`src/rtl/fountain_pkg.sv`:
```
// Shared types and defaults for the GF(2) fountain-code decoder.
// The row struct documents the pivot-store row layout for the default geometry.
package fountain_pkg;

  localparam int K_DEF = 8;
  localparam int W_DEF = 8;

  typedef enum logic [2:0] {
    IDLE    = 3'd0,
    REDUCE  = 3'd1,
    INSERT  = 3'd2,
    BACKSUB = 3'd3,
    DRAIN   = 3'd4
  } fd_state_t;

  typedef struct packed {
    logic [K_DEF-1:0] mask;
    logic [W_DEF-1:0] data;
  } fd_row_t;

endpackage

```
`src/rtl/fountain_pivot_store.sv`:
```
// Upper-triangular pivot store: K rows of {mask, data} with per-row pivot flags.
// Combinational read of row rd_idx, a flat view of all row data, one write port.
module fountain_pivot_store #(
  parameter int K = 8,
  parameter int W = 8,
  localparam int IW = $clog2(K)
) (
  input  logic           clk,
  input  logic           rst,
  input  logic           clr,
  input  logic [IW-1:0]  rd_idx,
  output logic [K-1:0]   rd_mask,
  output logic [W-1:0]   rd_data,
  input  logic           wr_en,
  input  logic [IW-1:0]  wr_idx,
  input  logic [K-1:0]   wr_mask,
  input  logic [W-1:0]   wr_data,
  output logic [K*W-1:0] all_data,
  output logic [K-1:0]   pivot_valid
);

  logic [K-1:0] mask_mem [K];
  logic [W-1:0] data_mem [K];
  logic [K-1:0] valid_reg;

  always_ff @(posedge clk) begin
    if (wr_en) begin
      mask_mem[wr_idx] <= wr_mask;
      data_mem[wr_idx] <= wr_data;
    end
  end

  // Clearing the flags is enough to empty the store; row contents are don't-care.
  always_ff @(posedge clk) begin
    if (rst || clr) begin
      valid_reg <= '0;
    end else if (wr_en) begin
      valid_reg[wr_idx] <= 1'b1;
    end
  end

  assign rd_mask     = mask_mem[rd_idx];
  assign rd_data     = data_mem[rd_idx];
  assign pivot_valid = valid_reg;

  genvar gi;
  for (gi = 0; gi < K; gi++) begin : g_view
    assign all_data[gi*W +: W] = data_mem[gi];
  end

endmodule

```
`src/rtl/fountain_decoder.sv`:
```
// GF(2) fountain-code decoder: incremental elimination into a pivot store,
// back-substitution at full rank, then a valid/ready drain of the K source words.
module fountain_decoder
  import fountain_pkg::*;
#(
  parameter int K = K_DEF,
  parameter int W = W_DEF
) (
  input  logic                 clk,
  input  logic                 rst,
  input  logic                 in_valid,
  output logic                 in_ready,
  input  logic [K-1:0]         in_mask,
  input  logic [W-1:0]         in_data,
  output logic                 out_valid,
  input  logic                 out_ready,
  output logic [$clog2(K)-1:0] out_index,
  output logic [W-1:0]         out_data,
  output logic [$clog2(K):0]   rank,
  output logic [7:0]           dropped,
  output logic                 done
);

  localparam int IW = $clog2(K);

  fd_state_t     state_reg;
  logic [IW-1:0] cnt_reg;
  logic [K-1:0]  work_mask_reg;
  logic [W-1:0]  work_data_reg;
  logic [IW:0]   rank_reg;
  logic [7:0]    dropped_reg;
  logic          done_reg;

  logic [K-1:0]   rd_mask;
  logic [W-1:0]   rd_data;
  logic [K*W-1:0] all_data;
  logic [K-1:0]   pivot_valid;
  logic           wr_en;
  logic [IW-1:0]  wr_idx;
  logic [K-1:0]   wr_mask;
  logic [W-1:0]   wr_data;
  logic           clr;
  logic [W-1:0]   bs_data;

  function automatic logic [IW-1:0] msb_index(input logic [K-1:0] m);
    msb_index = '0;
    for (int b = 0; b < K; b++) begin
      if (m[b]) msb_index = IW'(b);
    end
  endfunction

  fountain_pivot_store #(.K(K), .W(W)) u_store (
    .clk         (clk),
    .rst         (rst),
    .clr         (clr),
    .rd_idx      (cnt_reg),
    .rd_mask     (rd_mask),
    .rd_data     (rd_data),
    .wr_en       (wr_en),
    .wr_idx      (wr_idx),
    .wr_mask     (wr_mask),
    .wr_data     (wr_data),
    .all_data    (all_data),
    .pivot_valid (pivot_valid)
  );

  // Rows below cnt_reg are already unit rows, so their data is final.
  always_comb begin
    bs_data = rd_data;
    for (int j = 0; j < K; j++) begin
      if (j < int'(cnt_reg) && rd_mask[j]) bs_data = bs_data ^ all_data[j*W +: W];
    end
  end

  always_comb begin
    wr_en   = 1'b0;
    wr_idx  = cnt_reg;
    wr_mask = work_mask_reg;
    wr_data = work_data_reg;
    case (state_reg)
      INSERT: begin
        wr_en  = |work_mask_reg;
        wr_idx = msb_index(work_mask_reg);
      end
      BACKSUB: begin
        wr_en   = 1'b1;
        wr_mask = {{(K-1){1'b0}}, 1'b1} << cnt_reg;
        wr_data = bs_data;
      end
      default: ;
    endcase
  end

  assign clr = (state_reg == DRAIN) && out_ready && (cnt_reg == IW'(K-1));

  always_ff @(posedge clk) begin
    if (rst) begin
      state_reg     <= IDLE;
      cnt_reg       <= '0;
      work_mask_reg <= '0;
      work_data_reg <= '0;
      rank_reg      <= '0;
      dropped_reg   <= '0;
      done_reg      <= 1'b0;
    end else begin
      done_reg <= 1'b0;
      case (state_reg)
        IDLE: begin
          if (in_valid && in_ready) begin
            work_mask_reg <= in_mask;
            work_data_reg <= in_data;
            cnt_reg       <= IW'(K-1);
            state_reg     <= REDUCE;
          end
        end
        REDUCE: begin
          if (work_mask_reg[cnt_reg] && pivot_valid[cnt_reg]) begin
            work_mask_reg <= work_mask_reg ^ rd_mask;
            work_data_reg <= work_data_reg ^ rd_data;
          end
          if (cnt_reg == '0) state_reg <= INSERT;
          else               cnt_reg   <= cnt_reg - 1'b1;
        end
        INSERT: begin
          if (work_mask_reg == '0) begin
            if (dropped_reg != 8'hFF) dropped_reg <= dropped_reg + 1'b1;
            state_reg <= IDLE;
          end else begin
            rank_reg <= rank_reg + 1'b1;
            if (rank_reg == (IW+1)'(K-1)) begin
              cnt_reg   <= '0;
              state_reg <= BACKSUB;
            end else begin
              state_reg <= IDLE;
            end
          end
        end
        BACKSUB: begin
          if (cnt_reg == IW'(K-1)) begin
            cnt_reg   <= '0;
            state_reg <= DRAIN;
          end else begin
            cnt_reg <= cnt_reg + 1'b1;
          end
        end
        DRAIN: begin
          if (out_ready) begin
            if (cnt_reg == IW'(K-1)) begin
              done_reg  <= 1'b1;
              rank_reg  <= '0;
              cnt_reg   <= '0;
              state_reg <= IDLE;
            end else begin
              cnt_reg <= cnt_reg + 1'b1;
            end
          end
        end
        default: state_reg <= IDLE;
      endcase
    end
  end

  assign in_ready  = (state_reg == IDLE) && !rst;
  assign out_valid = (state_reg == DRAIN);
  assign out_index = out_valid ? cnt_reg : '0;
  assign out_data  = out_valid ? rd_data : '0;
  assign rank      = rank_reg;
  assign dropped   = dropped_reg;
  assign done      = done_reg;

endmodule

```
`config.mk`:
```
export PLATFORM = sky130hd
export DESIGN_NAME = fountain_decoder
export DESIGN_NICKNAME = d
export VERILOG_FILES = /design/src/rtl/fountain_pkg.sv /design/src/rtl/fountain_pivot_store.sv /design/src/rtl/fountain_decoder.sv
export SDC_FILE = /design/constraint.sdc
export NUM_CORES = 1
export LEC_CHECK = 0
export CAP_MARGIN = 20
export CELL_PAD_IN_SITES_DETAIL_PLACEMENT = 1
export CELL_PAD_IN_SITES_GLOBAL_PLACEMENT = 1
export CORE_MARGIN = 4
export CORE_UTILIZATION = 41
export DETAILED_ROUTE_END_ITERATION = 12
export PLACE_DENSITY_LB_ADDON = 0.1
export SLEW_MARGIN = 5
export SYNTH_ARGS = -nofsm -noshare
export SYNTH_HDL_FRONTEND = slang
export SYNTH_HIERARCHICAL = 1
export SYNTH_SLANG_ARGS = --single-unit
```
`constraint.sdc`:
```
create_clock -name clk -period 3.7 [get_ports clk]
set_input_delay 0.74 -clock clk [delete_from_list [all_inputs] [get_ports clk]]
set_output_delay 0.74 -clock clk [all_outputs]
set_load 0.01 [all_outputs]
```
Yosys cells after proc, flatten, opt, wreduce, memory -nomap -nowiden:

Memories as Yosys holds them, arrays and structs flattened. A register that Yosys moved wholly into a read port is not among the register bits.
Index checks and enable logic that the tools add are counted.

* flip-flop bits (word level): 43
* bits in writable memories: 128
* output and inout port bits: 26
* word-level logic and storage cells: 139
* memories kept: 2

Memories
* u_store.data_mem: words 8, bits a word 8, rd ports 8, clocked after memory_dff 1, write ports 1, line fountain_pivot_store.sv:23 `logic [W-1:0] data_mem [K];`
* u_store.mask_mem: words 8, bits a word 8, rd ports 1, clocked after memory_dff 1, write ports 1, line fountain_pivot_store.sv:22 `logic [K-1:0] mask_mem [K];`

* $add $sub $neg: 4
* $lt $le $gt $ge: 10
* equal/unequal tests: 16
* shift-type cells: 1
* multiplexer cells: 58
* bitwise gates (word level): 12
* reduce and logical (&&, ||, !) cells: 28

Operators by type and width (number)
* 8-bit 2-to-1 mux: 14
* 8-bit bitwise XOR: 9
* 3-bit 2-to-1 mux: 23
* 8-bit one-hot mux with 2 select lines: 2
* 3-bit one-hot mux with 5 select lines: 2
* 2-bit != test, second input constant: 7
* 1-bit logical AND: 13
* 4-bit 2-to-1 mux: 3
* 3-bit < comparator, first input constant: 3
* 8-bit by 1-bit adder with 8-bit output, second input constant: 1
* 8-bit logical NOT: 1
* 3-bit by 4-bit < comparator with 1-bit output, second input constant: 2
* 8-bit != test, second input constant: 1
* 8-bit OR: 1
* 4-bit one-hot mux with 2 select lines: 1
* 8-bit OR reduction: 1
* 1-bit by 3-bit left shift with 8-bit output, first input constant: 1
* 1-bit 2-to-1 mux: 7
* 1-bit binary-select mux with 3-bit select: 2
* 3-bit by 2-bit equality test with 1-bit output, second input constant: 2
* 3-bit equality test, second input constant: 2
* 3-bit logical NOT: 2
* 1-bit by 3-bit < comparator with 1-bit output, first input constant: 2
* 2-bit by 3-bit < comparator with 1-bit output, first input constant: 2
* other kinds (20): 25

Longest topological paths before layout:

Gate-level depths: netlist of the first run.

* depth in word-level cells: 16
* gate-level depth with buffers: 11

By module:

Netlist of the first run, hierarchy kept.

By module, submodules not included
* fountain_pivot_store: times used 1, cells an instance 210, area an instance 5216.3 um^2, seq. area each 4003.8 um^2
* fountain_decoder: times used 1, cells an instance 445, area an instance 3301.9 um^2, seq. area each 700.7 um^2

Least setup slack after synthesis of the first run:

No wires, ideal clock.

* path type: register to register
* start point: reg state_reg[1]
* end point: mem u_store.data_mem[0][0], enable pin
* library setup time: 0.440 ns
* data arrival time: 3.081 ns
* required time: 3.260 ns
* setup slack: 0.179 ns
* cell stages (with the launch flop): 8
* buffers on the path: 2
* clock period less this slack: 3.521 ns
* path through: dfxtp_1 buf_2 inv_1 nor2_1 nand2_1 clkbuf_1 nand2_1 nor4b_1

* word-level cells in the longest chain between the ends: 4

RTL lines
* start, declared: line fountain_decoder.sv:26 `fd_state_t state_reg;`
* start signal, assigned: line fountain_decoder.sv:98 `state_reg <= IDLE;`
* start signal, assigned: line fountain_decoder.sv:113 `state_reg <= REDUCE;`
* start signal, assigned: line fountain_decoder.sv:121 `if (cnt_reg == '0) state_reg <= INSERT;`
* 3-bit by 2-bit equality test with 1-bit output: line fountain_decoder.sv:80 `case (state_reg)`
* 1-bit one-hot mux with 2 select lines (*): line fountain_decoder.sv:80
* via wr_en: line fountain_decoder.sv:38 `logic wr_en;`
* 1-bit 2-to-1 mux (*): line fountain_pivot_store.sv:27 `if (wr_en) begin`
* 1-bit 2-to-1 mux (not written as such) (*): line fountain_pivot_store.sv:29 `data_mem[wr_idx] <= wr_data;`
* end, declared: line fountain_pivot_store.sv:23

Mark *: on every way through the listed nets, which the timed path passes. The rest lies on a longest branch.

==> qor.txt, run 1 <==
outcome = finished, final reports clean
register share of total power = 0.455
die area = 23,100 um2
initial core utilization = 0.418
initial antenna violation count = 0
Detail Route Antenna Nets = 0
clk slew on worst S/H paths = 0.08 ns
number of setup buffers added after CTS = 0
commonest non-fill, non-tap cell in the layout = edfxtp_1
Async SR Flop Fraction = 0
CTS tree = built
total power = 4.81 mW
FF-to-FF setup slack = 0.54 ns
power density over cell area = 478 nW/um2
GRT overflow = 0
Port Buffer Count = 45
register area share after synthesis = 0.552
Ant. Diodes = 0
DRC Markers = 0
layout cells sized above 1 = 0.168
Post-synth EDFFs = 128
r2r endpoint = u_store/data_mem[4][7]
skew final = 0.0183 ns
Clock Root Buffer = clkbuf_16
Yosys reg bits = 171
Syn Std Cell Area = 8520 um2
Switching Share = 0.289
Initial DRC Count = 353
vias per cell = 5.56
r2r startpoint = state_reg[1]
die span in x = 152 um
# rows = 52
critical path type = flip-flop to primary output
final WL = 23.1 mm
WP data required = 2.96 ns
startpoint of the worst hold path = u_store/pivot_valid[5]
clk_lat worst skew = 0.44 ns
via count = 5,544
Least-Margin Pin Slew = 0.933 ns
final core occ = 0.494
Pleak = 3.54 nW
wire per inst = 23.1 um
Hold Path Stages = 1
total CTS buffers = 17
fin crit period = 3.60 ns
clk buf depth = 2
GP Congestion = 0.789
clock share of power = 0.361
Hold-fix buffers, CTS = 0
relative slew slack = 0.371
R2R depth = 5
CP startpoint kind = flip-flop
first-pass GRT wire length = 35.4 mm
Final Hold Fails = 0
RSZ-0062 raised after global routing = false
Final setup viols = 0
most common flop cell mapped by yosys = edfxtp_1
Max Fclk = 278 MHz
Mapped Cells = 655
Die Height = 152 um
Slew Viols, Final = 0
io pins = 46
largest registers = u_store/data_mem x64, u_store/mask_mem x64
H-tree depth = 4
crit-path max FO = 14
maximum VDD drop = 289 uV
Netlist cell types = 58
Synthesis Warnings = 6
syn avg cell area = 13.0 um2
Total GRT Usage = 0.201
core box area = 20,400 um2
synth-to-layout area growth = 18.1%
WHS Endpoint = u_store/pivot_valid[5]
Critical Path Sink Type = primary output
sw power = 1.39 mW
syn_nets = 684
Int Power = 3.42 mW
worst hold slack = 0.474 ns
Fillers = 2,059
Min-Delay Path Class = flip-flop to flip-flop
Comb pwr share = 0.184
Tcrit/Tclk final = 0.973
DRT Pass-1 Iters = 5
WP data arrival = 2.86 ns
HPWL after detailed placement = 15.8 mm
most frequent cells in the layout = 128 x edfxtp_1, 77 x nor2_1, 67 x nand2_1
clk sinks = 171
vias in the first global route = 5,874
Setup TNS = 0 ns
largest net degree at the start of global routing = 35
fin nets = 744
number of max-cap violations = 0
[repair_timing]
action | CTS | global route
setup endpoints to repair | 7 | 1
gates resized for setup | 1 | 1
hold endpoints to repair | 0 | 0
[cell usage after synthesis, drive strengths merged (3+ instances only)]
master / count / area [um2]
a21oi: 30 / 150
and2: 27 / 169
and3: 4 / 25.0
and4b: 3 / 30.0
buf: 17 / 113
clkbuf: 15 / 57.6
dfxtp: 43 / 861
edfxtp: 128 / 3840
ha: 9 / 113
inv: 10 / 37.5
mux2: 26 / 293
mux4: 32 / 826
nand2: 68 / 258
nand3: 22 / 110
nand3b: 3 / 22.5
nand4: 6 / 37.5
nor2: 78 / 295
nor3: 4 / 31.3
nor4: 3 / 25.0
nor4bb: 3 / 30.0
o21a: 10 / 75.1
o21ai: 10 / 53.8
o221a: 16 / 180
xnor2: 37 / 324
xnor3: 8 / 180
xor2: 15 / 131
[how the worst max path moves through the flow]
stage / start / to / slack (ns)
finish: cnt_reg[0] / out_data[2] / 0.10
global route: cnt_reg[0] / out_data[2] / 0.01
CTS: cnt_reg[0] / out_data[2] / 0.05
detailed placement: cnt_reg[0] / u_store/data_mem[3][7] / 0.41
global placement: cnt_reg[0] / out_data[7] / 0.46
floorplan: state_reg[1] / u_store/data_mem[0][0] / 0.18
[logic make-up after synthesis]
logic type | synth area share
muxes | 0.134
adders and majority gates | 0.0132
xor gates and xnor gates | 0.0746
and+or+nand+nor | 0.131
AOI/OAI and AO/OA | 0.0708
buffers and inverters | 0.0244
DFF | 0.552
[power by group through the flow]
stage	Combinational (mW)	Clock [mW]	Sequential [mW]
6_report	0.885	1.74	2.19
5_1_grt	0.964	1.86	2.19
4_1_cts	0.893	1.77	2.19
3_5_place_dp	0.888	0	2.23
3_3_place_gp	0.864	0	2.23
2_1_floorplan	0.644	0	2.19
[metal layers]
layer	vias to the layer above	track usage	share of wire
met2	115	0.333	0.49
met4	0	0.0557	0.017
met5	-	0	0
met3	27	0.0355	0.037
met1	2829	0.274	0.46
li1	2573	-	-
[worst max-delay path, stage by stage (launching register included)]
cell and delay, ns:
dfxtp_4 0.51, buf_4 0.30, mux4_1 0.60, mux2_2 0.35
and2_1 0.17, clkdlybuf4s50_1 0.48
[stage by stage]
| stage | instance area, um2 | cells | setup slack (ns) |
|---|---|---|---|
| detailed placement | 9480 | 966 | 0.409 |
| floorplan | 8520 | 655 | 0.179 |
| global placement | 9480 | 966 | 0.464 |
| finish | 10100 | 998 | 0.100 |
| CTS | 10100 | 998 | 0.0473 |
| global route | 10100 | 998 | 0.0107 |
[cell type report]
class	instances	area [um2]	share of cell area
clock inverter	15	149	0.0148
tap	270	338	0.0336
clock buffer	17	425	0.0423
sequential	171	4710	0.468
inverter	10	37.5	0.00373
timing repair buffer	73	739	0.0735
multi-input combinational	442	3660	0.364
(Power assumes the default switching activity.)
==> inputs of run 2 (changes only) <==
Settings changed: HOLD_SLACK_MARGIN set to 0.08.
==> results of run 2 <==
Same layout as run 1: the final DEF is identical, and so are final timing and power.
==> inputs of run 3 (changes only) <==
Settings changed: CAP_MARGIN 20 to unset, MAX_ROUTING_LAYER set to met4, SKIP_CTS_REPAIR_TIMING set to 1.
==> qor.txt, run 3 (synthesized netlist as in run 1, its figures left out) <==
r2r endpoint = u_store/data_mem[4][7]
CTS tree = built
fin nets = 744 (unchanged)
clk buf depth = 2 (unchanged)
Fillers = 2,059 (unchanged)
die span in x = 152 um (unchanged)
CP startpoint kind = flip-flop
FF-to-FF setup slack = 0.53 ns (about the same)
worst hold slack = 0.472 ns (-0.00171 ns)
largest registers = u_store/data_mem x64, u_store/mask_mem x64
Slew Viols, Final = 0 (unchanged)
Pleak = 3.54 nW (unchanged)
initial antenna violation count = 0 (unchanged)
initial core utilization = 0.418 (unchanged)
Tcrit/Tclk final = 0.974 (+0.00114)
die area = 23,100 um2 (unchanged)
synth-to-layout area growth = 18.1% (unchanged)
largest net degree at the start of global routing = 35 (unchanged)
WP data arrival = 2.86 ns (about the same)
total CTS buffers = 17 (unchanged)
GRT overflow = 0 (unchanged)
commonest non-fill, non-tap cell in the layout = edfxtp_1
vias per cell = 5.56 (about the same)
outcome = finished, final reports clean
WHS Endpoint = u_store/pivot_valid[5]
R2R depth = 5 (unchanged)
first-pass GRT wire length = 35.4 mm (about the same)
critical path type = flip-flop to primary output
via count = 5,546 (+0.036%)
Hold Path Stages = 1 (unchanged)
RSZ-0062 raised after global routing = false
pre-CTS WS = 0.409 ns (unchanged)
relative slew slack = 0.388 (+0.0171)
skew final = 0.0185 ns (+0.000204 ns)
Final setup viols = 0 (unchanged)
maximum VDD drop = 290 uV (+0.37%)
Die Height = 152 um (unchanged)
dpl cell area = 9480 um2 (unchanged)
DRC Markers = 0 (unchanged)
HPWL after detailed placement = 15.8 mm (unchanged)
r2r startpoint = state_reg[1]
vias in the first global route = 5,852 (-0.37%)
fin crit period = 3.60 ns (+0.00422 ns)
io pins = 46 (unchanged)
startpoint of the worst hold path = u_store/pivot_valid[5]
wire per inst = 23.2 um (+0.17%)
clk sinks = 171 (unchanged)
Total GRT Usage = 0.207 (+0.00621)
most frequent cells in the layout = 128 x edfxtp_1, 77 x nor2_1, 67 x nand2_1
clk slew on worst S/H paths = 0.08 ns (about the same)
GP Congestion = 0.801 (+1.4%)
power density over cell area = 478 nW/um2 (about the same)
WP data required = 2.96 ns (about the same)
Finished Cell Area = 10,100 um2 (unchanged)
final WL = 23.1 mm (+0.17%)
H-tree depth = 4 (unchanged)
Final Hold Fails = 0 (unchanged)
Min-Delay Path Class = flip-flop to flip-flop
Initial DRC Count = 368 (+4.2%)
Detail Route Antenna Nets = 0 (unchanged)
final worst setup slack = 0.0958 ns (-0.00422 ns)
DRT Pass-1 Iters = 5 (unchanged)
number of max-cap violations = 0 (unchanged)
# rows = 52 (unchanged)
Ant. Diodes = 0 (unchanged)
clk_lat worst skew = 0.44 ns (about the same)
Clock Root Buffer = clkbuf_16
Critical Path Sink Type = primary output
Port Buffer Count = 45 (unchanged)
core box area = 20,400 um2 (unchanged)
Least-Margin Pin Slew = 0.908 ns (-0.0253 ns)
layout cells sized above 1 = 0.168 (unchanged)
Max Fclk = 277 MHz (-0.12%)
crit-path max FO = 14 (unchanged)
## run 3: how the worst max path moves through the flow
stage	startpoint	end	slack (ns)	depth (start not counted)
6_report	cnt_reg[0]	out_data[2]	0.1	5
3_5_place_dp	cnt_reg[0]	u_store/data_mem[3][7]	0.41	8
4_1_cts	cnt_reg[0]	out_data[2]	-0.09	5
2_1_floorplan	state_reg[1]	u_store/data_mem[0][0]	0.18	7
3_3_place_gp	cnt_reg[0]	out_data[7]	0.46	5
5_1_grt	cnt_reg[0]	out_data[2]	0.01	5
## run 3: critical path, stage by stage, from the launching register on
cell and delay, ns:
dfxtp_4 0.51, buf_4 0.30, mux4_1 0.61, mux2_2 0.35
and2_1 0.17, clkdlybuf4s50_1 0.48
## run 3: where the power goes
group          switching, mW  internal, mW  leakage, nW
Clock                  0.838         0.897        0.283
Combinational          0.479         0.406         1.74
Sequential            0.0694          2.12         1.52
## run 3: cell type report
cell class              instances  area, um2  area share
inverters                      10       37.5     0.00373
clock buffers                  17        425      0.0423
flip-flops and latches        171       4710       0.468
multi-input cells             442       3660       0.364
clock inverters                15        149      0.0148
repair buffers                 73        739      0.0735
well taps                     270        338      0.0336
## run 3: metrics by stage
| step | std cells | power, mW | util | TNS, ns |
|---|---|---|---|---|
| finish | 998 | 4.81 | 0.494 | 0 |
| detailed placement | 966 | 3.12 | 0.466 | 0 |
| global placement | 966 | 3.09 | 0.466 | 0 |
| global route | 998 | 5.02 | 0.494 | 0 |
| CTS | 998 | 4.85 | 0.494 | -0.295 |
| floorplan | 655 | 2.83 | - | 0 |
## run 3: layer usage
metal | vias up | routed length [um] | global-route usage | share of wire
met5 | - | 0 | - | 0
met4 | 0 | 350 | 0.0557 | 0.015
met3 | 22 | 810 | 0.0349 | 0.035
met2 | 111 | 11400 | 0.334 | 0.49
met1 | 2835 | 10500 | 0.274 | 0.46
li1 | 2578 | - | - | -
